### src/rtl/param_alu_seq.sv
// ============================================================================
// param_alu_seq : registered WIDTH-bit ALU with accumulator, shift-add MUL
// Rev 1.0
// ============================================================================
`default_nettype none

module param_alu_seq #(
  parameter int WIDTH = 8,
  parameter int SHW   = $clog2(WIDTH)
) (
  input  logic             clk,
  input  logic             rst_n,
  input  logic             in_valid,
  output logic             in_ready,
  input  logic [WIDTH-1:0] operand_one,
  input  logic [WIDTH-1:0] operand_two,
  input  logic [2:0]       selector,
  input  logic             acc_sel,
  output logic             out_valid,
  input  logic             out_ready,
  output logic [WIDTH-1:0] result_out,
  output logic [WIDTH-1:0] result_hi,
  output logic             carry_out,
  output logic             overflow_out,
  output logic             zero_out,
  output logic             neg_out,
  output logic             busy
);

  localparam logic [1:0] S_IDLE = 2'd0;
  localparam logic [1:0] S_EXEC = 2'd1;
  localparam logic [1:0] S_DONE = 2'd2;

  localparam logic [2:0] OP_ADD = 3'd0;
  localparam logic [2:0] OP_SUB = 3'd1;
  localparam logic [2:0] OP_AND = 3'd2;
  localparam logic [2:0] OP_OR  = 3'd3;
  localparam logic [2:0] OP_XOR = 3'd4;
  localparam logic [2:0] OP_SHL = 3'd5;
  localparam logic [2:0] OP_SHR = 3'd6;
  localparam logic [2:0] OP_MUL = 3'd7;

  localparam logic [SHW-1:0] CNT_LAST = SHW'(WIDTH - 1);
  localparam int             MSB      = WIDTH - 1;

  logic [1:0]         state_q, state_d;
  logic [WIDTH-1:0]   acc_q, acc_d;
  logic [WIDTH-1:0]   mcand_q, mcand_d;
  logic [2*WIDTH-1:0] prod_q, prod_d;
  logic [SHW-1:0]     cnt_q, cnt_d;
  logic [WIDTH-1:0]   res_q, res_d;
  logic [WIDTH-1:0]   hi_q, hi_d;
  logic               carry_q, carry_d;
  logic               ovf_q, ovf_d;
  logic               zero_q, zero_d;
  logic               neg_q, neg_d;

  logic [WIDTH-1:0]   w_a;
  logic [SHW-1:0]     w_sh;
  logic [WIDTH:0]     w_sum, w_diff, w_shl, w_shr, w_step;
  logic [2*WIDTH-1:0] w_prod_next;
  logic [WIDTH-1:0]   w_alu_res;
  logic               w_alu_c, w_alu_v;

  assign w_a    = acc_sel ? acc_q : operand_one;
  assign w_sh   = operand_two[SHW-1:0];
  assign w_sum  = {1'b0, w_a} + {1'b0, operand_two};
  assign w_diff = {1'b0, w_a} + {1'b0, ~operand_two} + (WIDTH+1)'(1);
  // The extra bit on each shift catches the last bit shifted out (0 for a zero shift).
  assign w_shl  = {1'b0, w_a} << w_sh;
  assign w_shr  = {w_a, 1'b0} >> w_sh;

  // One shift-add step: conditionally add the multiplicand into the upper half, then shift right.
  assign w_step      = {1'b0, prod_q[2*WIDTH-1:WIDTH]} + (prod_q[0] ? {1'b0, mcand_q} : '0);
  assign w_prod_next = {w_step, prod_q[WIDTH-1:1]};

  always_comb begin
    w_alu_res = '0;
    w_alu_c   = 1'b0;
    w_alu_v   = 1'b0;
    case (selector)
      OP_ADD: begin
        w_alu_res = w_sum[WIDTH-1:0];
        w_alu_c   = w_sum[WIDTH];
        w_alu_v   = (w_a[MSB] == operand_two[MSB]) & (w_sum[MSB] != w_a[MSB]);
      end
      OP_SUB: begin
        w_alu_res = w_diff[WIDTH-1:0];
        w_alu_c   = w_diff[WIDTH];
        w_alu_v   = (w_a[MSB] != operand_two[MSB]) & (w_diff[MSB] != w_a[MSB]);
      end
      OP_AND:  w_alu_res = w_a & operand_two;
      OP_OR:   w_alu_res = w_a | operand_two;
      OP_XOR:  w_alu_res = w_a ^ operand_two;
      OP_SHL: begin
        w_alu_res = w_shl[WIDTH-1:0];
        w_alu_c   = w_shl[WIDTH];
      end
      OP_SHR: begin
        w_alu_res = w_shr[WIDTH:1];
        w_alu_c   = w_shr[0];
      end
      default: ;
    endcase
  end

  always_comb begin
    state_d = state_q;
    acc_d   = acc_q;
    mcand_d = mcand_q;
    prod_d  = prod_q;
    cnt_d   = cnt_q;
    res_d   = res_q;
    hi_d    = hi_q;
    carry_d = carry_q;
    ovf_d   = ovf_q;
    zero_d  = zero_q;
    neg_d   = neg_q;
    case (state_q)
      S_IDLE: begin
        if (in_valid) begin
          if (selector == OP_MUL) begin
            state_d = S_EXEC;
            mcand_d = w_a;
            prod_d  = {{WIDTH{1'b0}}, operand_two};
            cnt_d   = '0;
          end else begin
            state_d = S_DONE;
            res_d   = w_alu_res;
            hi_d    = '0;
            carry_d = w_alu_c;
            ovf_d   = w_alu_v;
            zero_d  = (w_alu_res == '0);
            neg_d   = w_alu_res[MSB];
            acc_d   = w_alu_res;
          end
        end
      end
      S_EXEC: begin
        prod_d = w_prod_next;
        cnt_d  = cnt_q + SHW'(1);
        if (cnt_q == CNT_LAST) begin
          state_d = S_DONE;
          cnt_d   = '0;
          res_d   = w_prod_next[WIDTH-1:0];
          hi_d    = w_prod_next[2*WIDTH-1:WIDTH];
          carry_d = |w_prod_next[2*WIDTH-1:WIDTH];
          ovf_d   = 1'b0;
          zero_d  = (w_prod_next[WIDTH-1:0] == '0);
          neg_d   = w_prod_next[MSB];
          acc_d   = w_prod_next[WIDTH-1:0];
        end
      end
      S_DONE: begin
        if (out_ready) state_d = S_IDLE;
      end
      default: state_d = S_IDLE;
    endcase
  end

  always_ff @(posedge clk or negedge rst_n) begin
    if (!rst_n) begin
      state_q <= S_IDLE;
      acc_q   <= '0;
      mcand_q <= '0;
      prod_q  <= '0;
      cnt_q   <= '0;
      res_q   <= '0;
      hi_q    <= '0;
      carry_q <= 1'b0;
      ovf_q   <= 1'b0;
      zero_q  <= 1'b0;
      neg_q   <= 1'b0;
    end else begin
      state_q <= state_d;
      acc_q   <= acc_d;
      mcand_q <= mcand_d;
      prod_q  <= prod_d;
      cnt_q   <= cnt_d;
      res_q   <= res_d;
      hi_q    <= hi_d;
      carry_q <= carry_d;
      ovf_q   <= ovf_d;
      zero_q  <= zero_d;
      neg_q   <= neg_d;
    end
  end

  assign in_ready     = (state_q == S_IDLE);
  assign out_valid    = (state_q == S_DONE);
  assign busy         = (state_q != S_IDLE);
  assign result_out   = res_q;
  assign result_hi    = hi_q;
  assign carry_out    = carry_q;
  assign overflow_out = ovf_q;
  assign zero_out     = zero_q;
  assign neg_out      = neg_q;

endmodule

`default_nettype wire
### config.mk
export PLATFORM = sky130hd
export DESIGN_NAME = param_alu_seq
export DESIGN_NICKNAME = d
export VERILOG_FILES = /design/src/rtl/param_alu_seq.sv
export SDC_FILE = /design/constraint.sdc
export NUM_CORES = 1
export LEC_CHECK = 0
export CAP_MARGIN = 10
export CORE_UTILIZATION = 45
export CTS_CLUSTER_SIZE = 40
export DETAILED_ROUTE_END_ITERATION = 12
export PLACE_DENSITY = 0.68
export SLEW_MARGIN = 20
export SYNTH_ARGS = -nofsm -noshare
export SYNTH_HDL_FRONTEND = slang
export SYNTH_SLANG_ARGS = --single-unit
export TNS_END_PERCENT = 30
### constraint.sdc
create_clock -name clk -period 3 [get_ports clk]
set_input_delay 0.45 -clock clk [delete_from_list [all_inputs] [get_ports clk]]
set_output_delay 0.45 -clock clk [all_outputs]
set_load 0.1 [all_outputs]
# ---- Word-level counts from Yosys, hierarchy flattened
# Index checks and enable logic that the tools add are counted.
dict set report op_classes {
  muxes 41
  n_eq_ne 19
  n_addsub 5
  n_shift 2
  bitwise_logic 6
  n_reduce_logical 11
}
# op count
set op_table {}
lappend op_table {{8-bit 2-to-1 mux} 8}
lappend op_table {{8-bit one-hot mux with 7 select lines} 1}
lappend op_table {{16-bit 2-to-1 mux} 2}
lappend op_table {{16-bit one-hot mux with 2 select lines} 1}
lappend op_table {{8-bit one-hot mux with 2 select lines} 2}
lappend op_table {{8-bit by 8-bit adder with 9-bit output} 3}
lappend op_table {{8-bit zero test} 2}
lappend op_table {{3-bit equality test (second input constant)} 5}
lappend op_table {{1-bit 2-to-1 mux} 12}
lappend op_table {{1-bit one-hot mux with 2 select lines} 5}
lappend op_table {{9-bit by 1-bit adder with 9-bit output (second input constant)} 1}
lappend op_table {{3-bit 2-to-1 mux} 3}
lappend op_table {{3-bit AND reduction} 3}
lappend op_table {{8-bit by 3-bit << shifter with 9-bit output} 1}
lappend op_table {{9-bit by 3-bit right shift with 9-bit output} 1}
lappend op_table {{8-bit bitwise AND} 1}
lappend op_table {{2-bit 2-to-1 mux} 4}
lappend op_table {{8-bit inverter} 1}
lappend op_table {{8-bit bitwise OR} 1}
lappend op_table {{8-bit OR reduction} 1}
lappend op_table {{8-bit XOR} 1}
lappend op_table {{3-bit by 2-bit equality test with 1-bit output (second input constant)} 2}
lappend op_table {{2-bit != test (second input constant)} 3}
lappend op_table {{2-bit one-hot mux with 3 select lines} 1}
lappend op_table {{14 further kinds} 19}
dict set report word_totals {
  out_inout_bits 23
  in_bits 24
  reg_bits 49
  wordCells 94
}

# ---- Longest topological paths before layout
# Gate-level depths: netlist of run 1.
dict set report depth {
  ltp_word 9
  mapped_depth 12
  mapped_depth_nobuf 11
}

# ---- Least setup slack after synthesis of run 1
# OpenSTA, ideal clock, no wires.
dict set report synth_path {
  kind {register -> register}
  start {reg, netlist name result_out[0]}
  end {reg zero_q, in the netlist zero_out}
  stages_incl_launch_ff 11
  path_slack_ns -0.218
  required_time_ns 2.934
  n_path_buf 0
  arrival_time_ns 3.152
  period_less_slack_ns 3.218
  setup_time_ns 0.066
  path_cell_list {dfrtp_1 -> mux2i_1 -> ha_1 -> fa_1 -> nor3_1 -> nor3_1 -> o31ai_1 -> xnor2_1 -> o2111ai_1 -> nor4_1 -> a31o_1}
}
# element line_no
set synth_rtl {}
lappend synth_rtl {{end signal, assigned} 184} ;# zero_q <= zero_d;
lappend synth_rtl {{end, declared} 55} ;# logic zero_q, zero_d;

# ---- Worst setup path after layout of run 1
dict set report layout_path {
  start {reg mcand_q[0]}
  end {reg carry_q, in the netlist carry_out}
}
dict set report layout_between {
  elab_chain_cells 5
}
# element line_no
set layout_lines {}
lappend layout_lines {{start, declared} 48} ;# logic [WIDTH-1:0] mcand_q, mcand_d;
lappend layout_lines {{start signal, assigned} 177} ;# mcand_q <= mcand_d;
lappend layout_lines {{8-bit 2-to-1 mux} 74} ;# assign w_step = {1'b0, prod_q[2*WIDTH-1:WIDTH]} + (prod_q[0] ? {1'b0, mcand_q} : '0);
lappend layout_lines {{8-bit by 8-bit adder with 9-bit output} 74}
lappend layout_lines {{8-bit OR reduction} 147} ;# carry_d = |w_prod_next[2*WIDTH-1:WIDTH];
lappend layout_lines {{1-bit 2-to-1 mux} 142} ;# if (cnt_q == CNT_LAST) begin
lappend layout_lines {{1-bit one-hot mux with 2 select lines} 119} ;# case (state_q)
lappend layout_lines {{end signal, assigned} 182} ;# carry_q <= carry_d;
lappend layout_lines {{end, declared} 53} ;# logic carry_q, carry_d;
# No other way between the ends. The select of a mux whose other input is x is not followed.
# A chain may end at the register's enable or synchronous reset.

==> results of run 1 <==
[synthesized netlist by cell type (4+ instances only)]
library cell,instances
buf_4,4
and2_1,12
xnor2_1,8
xor2_1,4
mux4_2,9
a211o_1,4
a21o_1,9
a22oi_1,7
inv_2,4
ha_1,38
o221ai_1,4
clkbuf_1,22
nand3_1,9
o31ai_1,4
nor2b_1,8
a21oi_1,44
a311oi_1,5
nor4_1,5
a211oi_1,9
o22ai_1,11
dfrtp_1,48
nand2_1,49
o21ai_0,27
nand2b_1,6
nor2_1,55
inv_1,20
or2_2,4
mux2i_1,16
nor3_1,11
[critical path: cells and delay by family, from the launching register on]
| family | cells | cell delay, ns |
|---|---|---|
| AO/OA/AOI/OAI | 7 | 1.69 |
| adder cells (fa/ha/maj) | 2 | 0.53 |
| flip-flops | 1 | 0.39 |
| AND/OR/NAND/NOR | 1 | 0.17 |
[layout by cell type (no fill, tap or decap), drive strengths merged, types with 3 or more instances in the layout]
cell / instances
o21bai: 3
nor3: 11
a311oi: 5
o221ai: 4
a2111oi: 3
or2: 4
a22o: 3
dfrtp: 48
clkdlybuf4s50: 20
a22oi: 8
ha: 38
a211oi: 9
mux2i: 19
inv: 24
xor2: 4
nand2: 49
xnor2: 8
o22ai: 11
fa: 3
a211o: 4
a31oi: 3
and2: 12
nor2b: 8
a21o: 9
or3: 3
o2111ai: 3
nor4: 6
o21ai: 27
nand3b: 3
and3: 3
a21oi: 44
mux4: 11
buf: 154
nand3: 9
nor2: 55
nand2b: 6
clkbuf: 7
o31ai: 4
[final timing paths]
check	end	slack, ns	depth (start not counted)	startpoint
setup / recovery	carry_out	0.12	10	mcand_q[0]
min in group clk	result_hi[3]	0.48	2	result_hi[3]
hold / removal	result_hi[2]	0.19	1	rst_n
setup reg to reg	carry_out	0.12	10	mcand_q[0]
hold reg to reg	result_hi[3]	0.48	2	result_hi[3]
max in group asynchronous	prod_q[12]	2.09	2	rst_n
[sequential cells by signal (all words and copies together), names as in the netlist]
register      flops
carry_out         1
cnt_q             3
mcand_q           8
overflow_out      1
prod_q           16
result_hi         8
result_out        8
state_q           2
zero_out          1
[metal layers]
layer	vias to the layer above	routed length (um)	global-route usage (%)	part of all wire (%)
li1	2191	-	-	-
met1	2268	6800	41.6	44
met2	177	7310	51.6	47
met3	39	857	3.26	5.5
met4	0	521	11.3	3.4
met5	-	0	0	0
[what timing repair did]
item / 4_1_cts / 5_1_grt
pin swaps: 9 / 7
setup buffers: 1 / 7
hold endpoints to repair: 0 / 0
resized for setup: 18 / 10
setup endpoints to repair: 6 / 4
[cells by family after synthesis]
logic type                 count (synthesis)  synth area share [%]
buffers and inverters                     55                  5.42
AOI/OAI and AO/OA                        151                  22.6
DFF                                       48                  27.2
adders and majority gates                 41                  12.1
muxes                                     31                  10.6
and+or+nand+nor                          178                  19.6
xor gates and xnor gates                  12                  2.38
[through the flow]
stage | worst slack (ns) | utilization, % | cells
6_report | 0.115 | 64.6 | 798
5_1_grt | 0.00566 | 64.6 | 798
4_1_cts | 0.0101 | 63.6 | 791
3_5_place_dp | -0.602 | 61.4 | 782
3_3_place_gp | -0.539 | 61.4 | 782
2_1_floorplan | -0.114 | - | 516
[power by group through the flow]
stage               logic (W)  clock network [W]  registers (W)
finish                0.00350           0.000488        0.00109
global route          0.00372           0.000517        0.00112
CTS                   0.00343           0.000500        0.00109
detailed placement    0.00328                  0        0.00110
global placement      0.00325                  0        0.00109
floorplan             0.00153                  0        0.00163
[area by class of cell]
class / count / area, sq um
clock buffers: 6 / 82.6
clock inverters: 2 / 38.8
fillers: 839 / 3310
inverters: 24 / 90.1
multi-input cells: 413 / 3090
flip-flops and latches: 48 / 1200
well taps: 129 / 161
repair buffers: 176 / 1390
==> summary.md, run 1 <==
| Metric | Value |
|---|---|
| Status | `finished clean` |
| Number of synthesized flops with an enable pin | `0` |
| Tot GR Track Use | `30.9%` |
| Port buffer count | `46` |
| Initial Util | `47.0%` |
| Initial antenna violation count | `0` |
| Worst-path cell chain | `and2_1, ha_2, fa_2, a21o_1, a21o_1, a211o_1, a21o_1, a2111oi_4, a311oi_2, a2111o_1` |
| Syn_nets | `581` |
| Worst Setup End Kind | `register` |
| PwrDens | `839 nW/um^2` |
| Clk_lat worst skew | `0.30 ns` |
| 1st-iter DRT viols | `268` |
| Clock Sink Count | `48` |
| Die height | `101 um` |
| Least-Margin Pin Slew | `0.697 ns` |
| Cell Int Power | `0.00255 W` |
| Avg Cell Area, Syn | `8.54 sq um` |
| Worst-path clk slew | `0.09 ns` |
| Critical path fanouts, max | `3` |
| Post-DRT Antenna Nets | `0` |
| Synth top area cells | `dfrtp_1, ha_1, a21oi_1` |
| Final Instance Area | `6060 sq um` |
| Min-Delay Path Class | `in2async` |
| Worst Skew | `0.00627 ns` |
| Fin crit share | `96.2%` |
| Max stage delay on crit path | `0.39 ns` |
| H-tree lvl count | `2` |
| DP HPWL | `12300 um` |
| # hold bufs at CTS | `0` |
| Layout cells sized above 1 | `31.2%` |
| Sw Ratio | `49.9%` |
| Die X | `101 um` |
| Largest net degree at the start of global routing | `31` |
| Max_slew headroom | `53.6%` |
| Routed wire length | `15500 um` |
| Diode count | `0` |
| Critical path arrival | `3.07 ns` |
| CP Class | `reg2reg` |
| Post-Synthesis Cells | `516` |
| Vias | `4675` |
| Register bit total from synthesis | `48` |
| Ys flop type | `dfrtp_1` |
| Clk pwr share | `9.6%` |
| Max Cap Viol | `0` |
| Logic pwr share | `68.9%` |
| Drt wl/cell | `19.4 um` |
| Setup violators final | `0` |
| CTS tree | `done` |
| First-pass detailed-route iteration total | `5` |
| Final Critical Period | `2.88 ns` |
| Placed cell areas | `5750 sq um` |
| Synthesized area | `4410 sq um` |
| Syn. warnings | `0` |
| GP Congestion | `0.986` |
| Vias/cell | `5.86` |
| CORE AREA | `9370 sq um` |
| Synth area leader | `dfrtp_1` |
| Fraction of registers with async set or reset after synthesis | `100%` |
| Worst Path Required | `3.18 ns` |
| CP startpoint kind | `register` |
| WHS | `0.188 ns` |
| Setup TNS Final | `0 ns` |
| Root buffer cell | `clkbuf_8` |
| Distinct cells, synth | `67` |
| Number of global-route vias before repair | `4528` |
| Clk buf depth | `2` |
| Final nets | `733` |
| Area Overhead vs Synth | `37.4%` |
| Total Die Area | `10200 sq um` |
| Sequential share of power | `21.5%` |
| Fmax | `347 MHz` |
| Global-route wire length before repair | `23900 um` |
| # IOs | `47` |
| Switch Pwr | `0.00254 W` |
| Endpoints failing hold | `0` |
| CTS Buf Count | `5` |
| Sequential area share after synthesis | `27.2%` |
| Leak Pwr | `2.91 nW` |
| Tot Pwr | `0.00508 W` |
| Slowest CP cell | `dfrtp_1` |
| Row cnt | `35` |
| RSZ-0062 raised after global routing | `no` |
| Remaining Overflow, GRT | `0` |
| Post-synth top area share | `27.2%` |
| Peak VDD IR | `554 uV` |
| Crit-path most repeated cell | `a21o_1` |
| Max-slew violations | `0` |
| # DRC | `0` |
No activity file was read; power rests on OpenSTA's default activity.
==> inputs of run 2 (changes only) <==
--- a/config.mk
+++ b/config.mk
@@ -6,10 +6,13 @@
 export NUM_CORES = 1
 export LEC_CHECK = 0
 export CAP_MARGIN = 10
-export CORE_UTILIZATION = 45
+export CELL_PAD_IN_SITES_DETAIL_PLACEMENT = 1
+export CELL_PAD_IN_SITES_GLOBAL_PLACEMENT = 1
+export CORE_UTILIZATION = 40
 export CTS_CLUSTER_SIZE = 40
 export DETAILED_ROUTE_END_ITERATION = 12
-export PLACE_DENSITY = 0.68
+export PLACE_DENSITY_LB_ADDON = 0.1
+export SETUP_SLACK_MARGIN = 0.2
 export SLEW_MARGIN = 20
 export SYNTH_ARGS = -nofsm -noshare
 export SYNTH_HDL_FRONTEND = slang
==> run 2 against run 1 <==
Net effect:
- sequential power grew 5%
- via count grew 0.21%
- combinational power is essentially flat
- power shrank 0.88%
- critical path type is now in2reg
- non-clock buffer count is the same
- wire length grew 11%
- largest cell class unchanged
- clock-buffer cell count shrank 1
- global-route usage is essentially flat
- clock power shrank 19%
==> summary.md, run 2 (same netlist as run 1, synthesis figures left out) <==
| Metric | Value |
|---|---|
| Number of global-route vias before repair | `4869 (was 4528)` |
| Leak Pwr | `2.92 nW (was 2.91 nW)` |
| Max Cap Viol | `0 (unchanged)` |
| Global-route wire length before repair | `26900 um (was 23900 um)` |
| Final Critical Period | `2.86 ns (was 2.88 ns)` |
| Peak VDD IR | `553 uV (was 554 uV)` |
| Initial antenna violation count | `0 (unchanged)` |
| Slowest CP cell | `clkdlybuf4s50_1 (was dfrtp_1)` |
| CP startpoint kind | `input port (was register)` |
| Most common cell after layout, fill and taps aside | `buf_4 (unchanged)` |
| RSZ-0062 raised after global routing | `yes (was no)` |
| Clk buf depth | `2 (unchanged)` |
| Worst Setup End Kind | `register (unchanged)` |
| Routed wire length | `17300 um (was 15500 um)` |
| # hold bufs at CTS | `0 (unchanged)` |
| Reg2Reg Depth | `10 (unchanged)` |
| Port buffer count | `46 (unchanged)` |
| Area used by multi-input combinational logic | `3130 sq um (was 3090 sq um)` |
| Remaining Overflow, GRT | `0 (unchanged)` |
| Tot Pwr | `0.00504 W (was 0.00508 W)` |
| WHS | `0.253 ns (was 0.188 ns)` |
| Diode count | `0 (unchanged)` |
| Vias/cell | `5.82 (was 5.86)` |
| Placed cell areas | `5700 sq um (was 5750 sq um)` |
| Min-Delay Path Class | `in2async (unchanged)` |
| DP HPWL | `13300 um (was 12300 um)` |
| Logic pwr share | `69.5% (was 68.9%)` |
| Least-Margin Pin Slew | `0.973 ns (was 0.697 ns)` |
| H-tree lvl count | `2 (unchanged)` |
| Total Die Area | `11400 sq um (was 10200 sq um)` |
| Vias | `4685 (was 4675)` |
| Family with the most delay on the worst path | `buffers and inverters (was compound AO/OA/AOI/OAI gates)` |
| R2R Setup Slk | `0.15 ns (was 0.12 ns)` |
| Worst-path clk slew | `0.09 ns (about the same)` |
| Max stage delay on crit path | `0.50 ns (was 0.39 ns)` |
| Filler cell count | `1246 (was 839)` |
| Sequential share of power | `22.6% (was 21.5%)` |
| # IOs | `47 (unchanged)` |
| PwrDens | `826 nW/um^2 (was 839 nW/um^2)` |
| Reg2reg end | `carry_out (unchanged)` |
| Worst-path cell chain | `clkdlybuf4s50_1, mux2i_4, ha_2, buf_4, a211oi_2, o32ai_2, nor4_2, buf_4, nand4_1, nor4_2, a31o_1 (was and2_1, ha_2, fa_2, a21o_1, a21o_1, a211o_1, a21o_1, a2111oi_4, a311oi_2, a2111o_1)` |
| CTS tree | `done (unchanged)` |
| CTS Buf Count | `5 (unchanged)` |
| Initial Util | `41.9% (was 47.0%)` |
| Final Instance Area | `6100 sq um (was 6060 sq um)` |
| Setup TNS Final | `0 ns (unchanged)` |
| Switch Pwr | `0.00260 W (was 0.00254 W)` |
| Critical Path Source | `operand_one[2] (was mcand_q[0])` |
| Max-slew violations | `0 (unchanged)` |
| Endpoints failing hold | `0 (unchanged)` |
| Tot GR Track Use | `30.9% (about the same)` |
| Critical path fanouts, max | `6 (was 3)` |
| Worst Path Required | `3.26 ns (was 3.18 ns)` |
| Cell Int Power | `0.00244 W (was 0.00255 W)` |
| Die X | `107 um (was 101 um)` |
| Biggest register | `prod_q (unchanged)` |
| Critical path arrival | `3.12 ns (was 3.07 ns)` |
| Row cnt | `37 (was 35)` |
| Root buffer cell | `clkbuf_8 (unchanged)` |
| Reg-to-Reg Start | `mcand_q[0] (unchanged)` |
| Clk pwr share | `7.9% (was 9.6%)` |
| Area Overhead vs Synth | `38.4% (was 37.4%)` |
| Fmax | `350 MHz (was 347 MHz)` |
| Max_slew headroom | `34.9% (was 53.6%)` |
| Drt wl/cell | `21.4 um (was 19.4 um)` |
| Max reg flops | `16 (unchanged)` |
| Layout cells sized above 1 | `32.7% (was 31.2%)` |
| Register area | `1210 sq um (was 1200 sq um)` |
| Clk_lat worst skew | `0.32 ns (was 0.30 ns)` |
| First-pass detailed-route iteration total | `4 (was 5)` |
| GP Congestion | `0.908 (was 0.986)` |
| CP bufs+invs | `3 (was 0)` |
| Fin crit share | `95.2% (was 96.2%)` |
| Worst Skew | `0.0121 ns (was 0.00627 ns)` |
| CORE AREA | `10500 sq um (was 9370 sq um)` |
| Final nets | `733 (unchanged)` |
| Setup violators final | `0 (unchanged)` |
| CP Class | `in2reg (was reg2reg)` |
| Most frequent cells in the layout | `buf_4, nor2_1, nand2_1 (unchanged)` |
| Post-DRT Antenna Nets | `0 (unchanged)` |
| Largest net degree at the start of global routing | `41 (was 31)` |
| # DRC | `0 (unchanged)` |
| 1st-iter DRT viols | `221 (was 268)` |
| Clock Sink Count | `48 (unchanged)` |
| Sw Ratio | `51.5% (was 49.9%)` |
| CP Capture Point | `zero_out (was carry_out)` |
| Status | `finished clean (unchanged)` |
| Final Util | `58.0% (was 64.6%)` |
| Die height | `107 um (was 101 um)` |
| Critical path depth | `11 (was 10)` |
run 2: cell count changes in the layout (fill, tap and decap cells not counted), sizes merged:
cell and change:
bufinv -1, dlymetal6s2s +1, clkdlybuf4s50 -3, dlygate4sd2 +2, clkinv +2, clkbuf -1
run 2: area by class of cell:
type | instances | share of cell area, %
Inverter | 24 | 1.48
Sequential cell | 48 | 19.8
Clock inverter | 3 | 0.308
Multi-Input combinational cell | 413 | 51.3
Timing Repair Buffer | 176 | 23.2
Clock buffer | 5 | 1.13
Tap cell | 136 | 2.79
run 2: repair_timing:
item / in CTS / in global routing
pin swaps: 15 / 5
buffers inserted: 6 / 9
resized for setup: 28 / 16
gates cloned: 0 / 1
endpoints found under the setup margin: 10 / 8
run 2: how the worst min path moves through the flow:
stage / slack (ns) / cells past startpoint / endpoint / startpoint
5_1_grt: 0.33 / 1 / cnt_q[2] / rst_n
2_1_floorplan: 0.15 / 0 / carry_out / rst_n
3_5_place_dp: 0.48 / 2 / prod_q[8] / prod_q[8]
4_1_cts: 0.28 / 1 / cnt_q[2] / rst_n
6_report: 0.25 / 1 / cnt_q[2] / rst_n
3_3_place_gp: 0.46 / 2 / result_hi[3] / result_hi[3]
run 2: layer usage:
layer  vias up  wire, um  part of all wire, %  GRT usage, %
met4         0       500                  2.9          11.1
li1       2184         -                    -             -
met2       136      8730                   51          54.1
met5         -         0                    0             0
met1      2329      7420                   43          39.8
met3        36       603                  3.5          2.37
run 2: worst reg2reg max path, cell delays in order, from the launching register on:
cell and delay [ns]:
dfrtp_1 0.39, and2_4 0.17, ha_4 0.16, fa_2 0.34, a21o_1 0.17, a21o_1 0.21
a211o_1 0.30, a21o_1 0.20, a2111oi_4 0.33, a311oi_2 0.18, a2111o_1 0.30
run 2: through the flow:
step,instances,worst slack (ns)
6_report,805,0.145
5_1_grt,805,0.0121
3_3_place_gp,781,-0.602
3_5_place_dp,781,-0.708
4_1_cts,795,0.114
2_1_floorplan,516,-0.0190
run 2: power by group through the flow:
stage | registers [W] | logic [W] | clock network, W
2_1_floorplan | 0.00164 | 0.00153 | 0
3_3_place_gp | 0.00113 | 0.00318 | 0
3_5_place_dp | 0.00114 | 0.00326 | 0
4_1_cts | 0.00113 | 0.00343 | 0.000408
5_1_grt | 0.00117 | 0.00373 | 0.000435
6_report | 0.00114 | 0.00350 | 0.000396
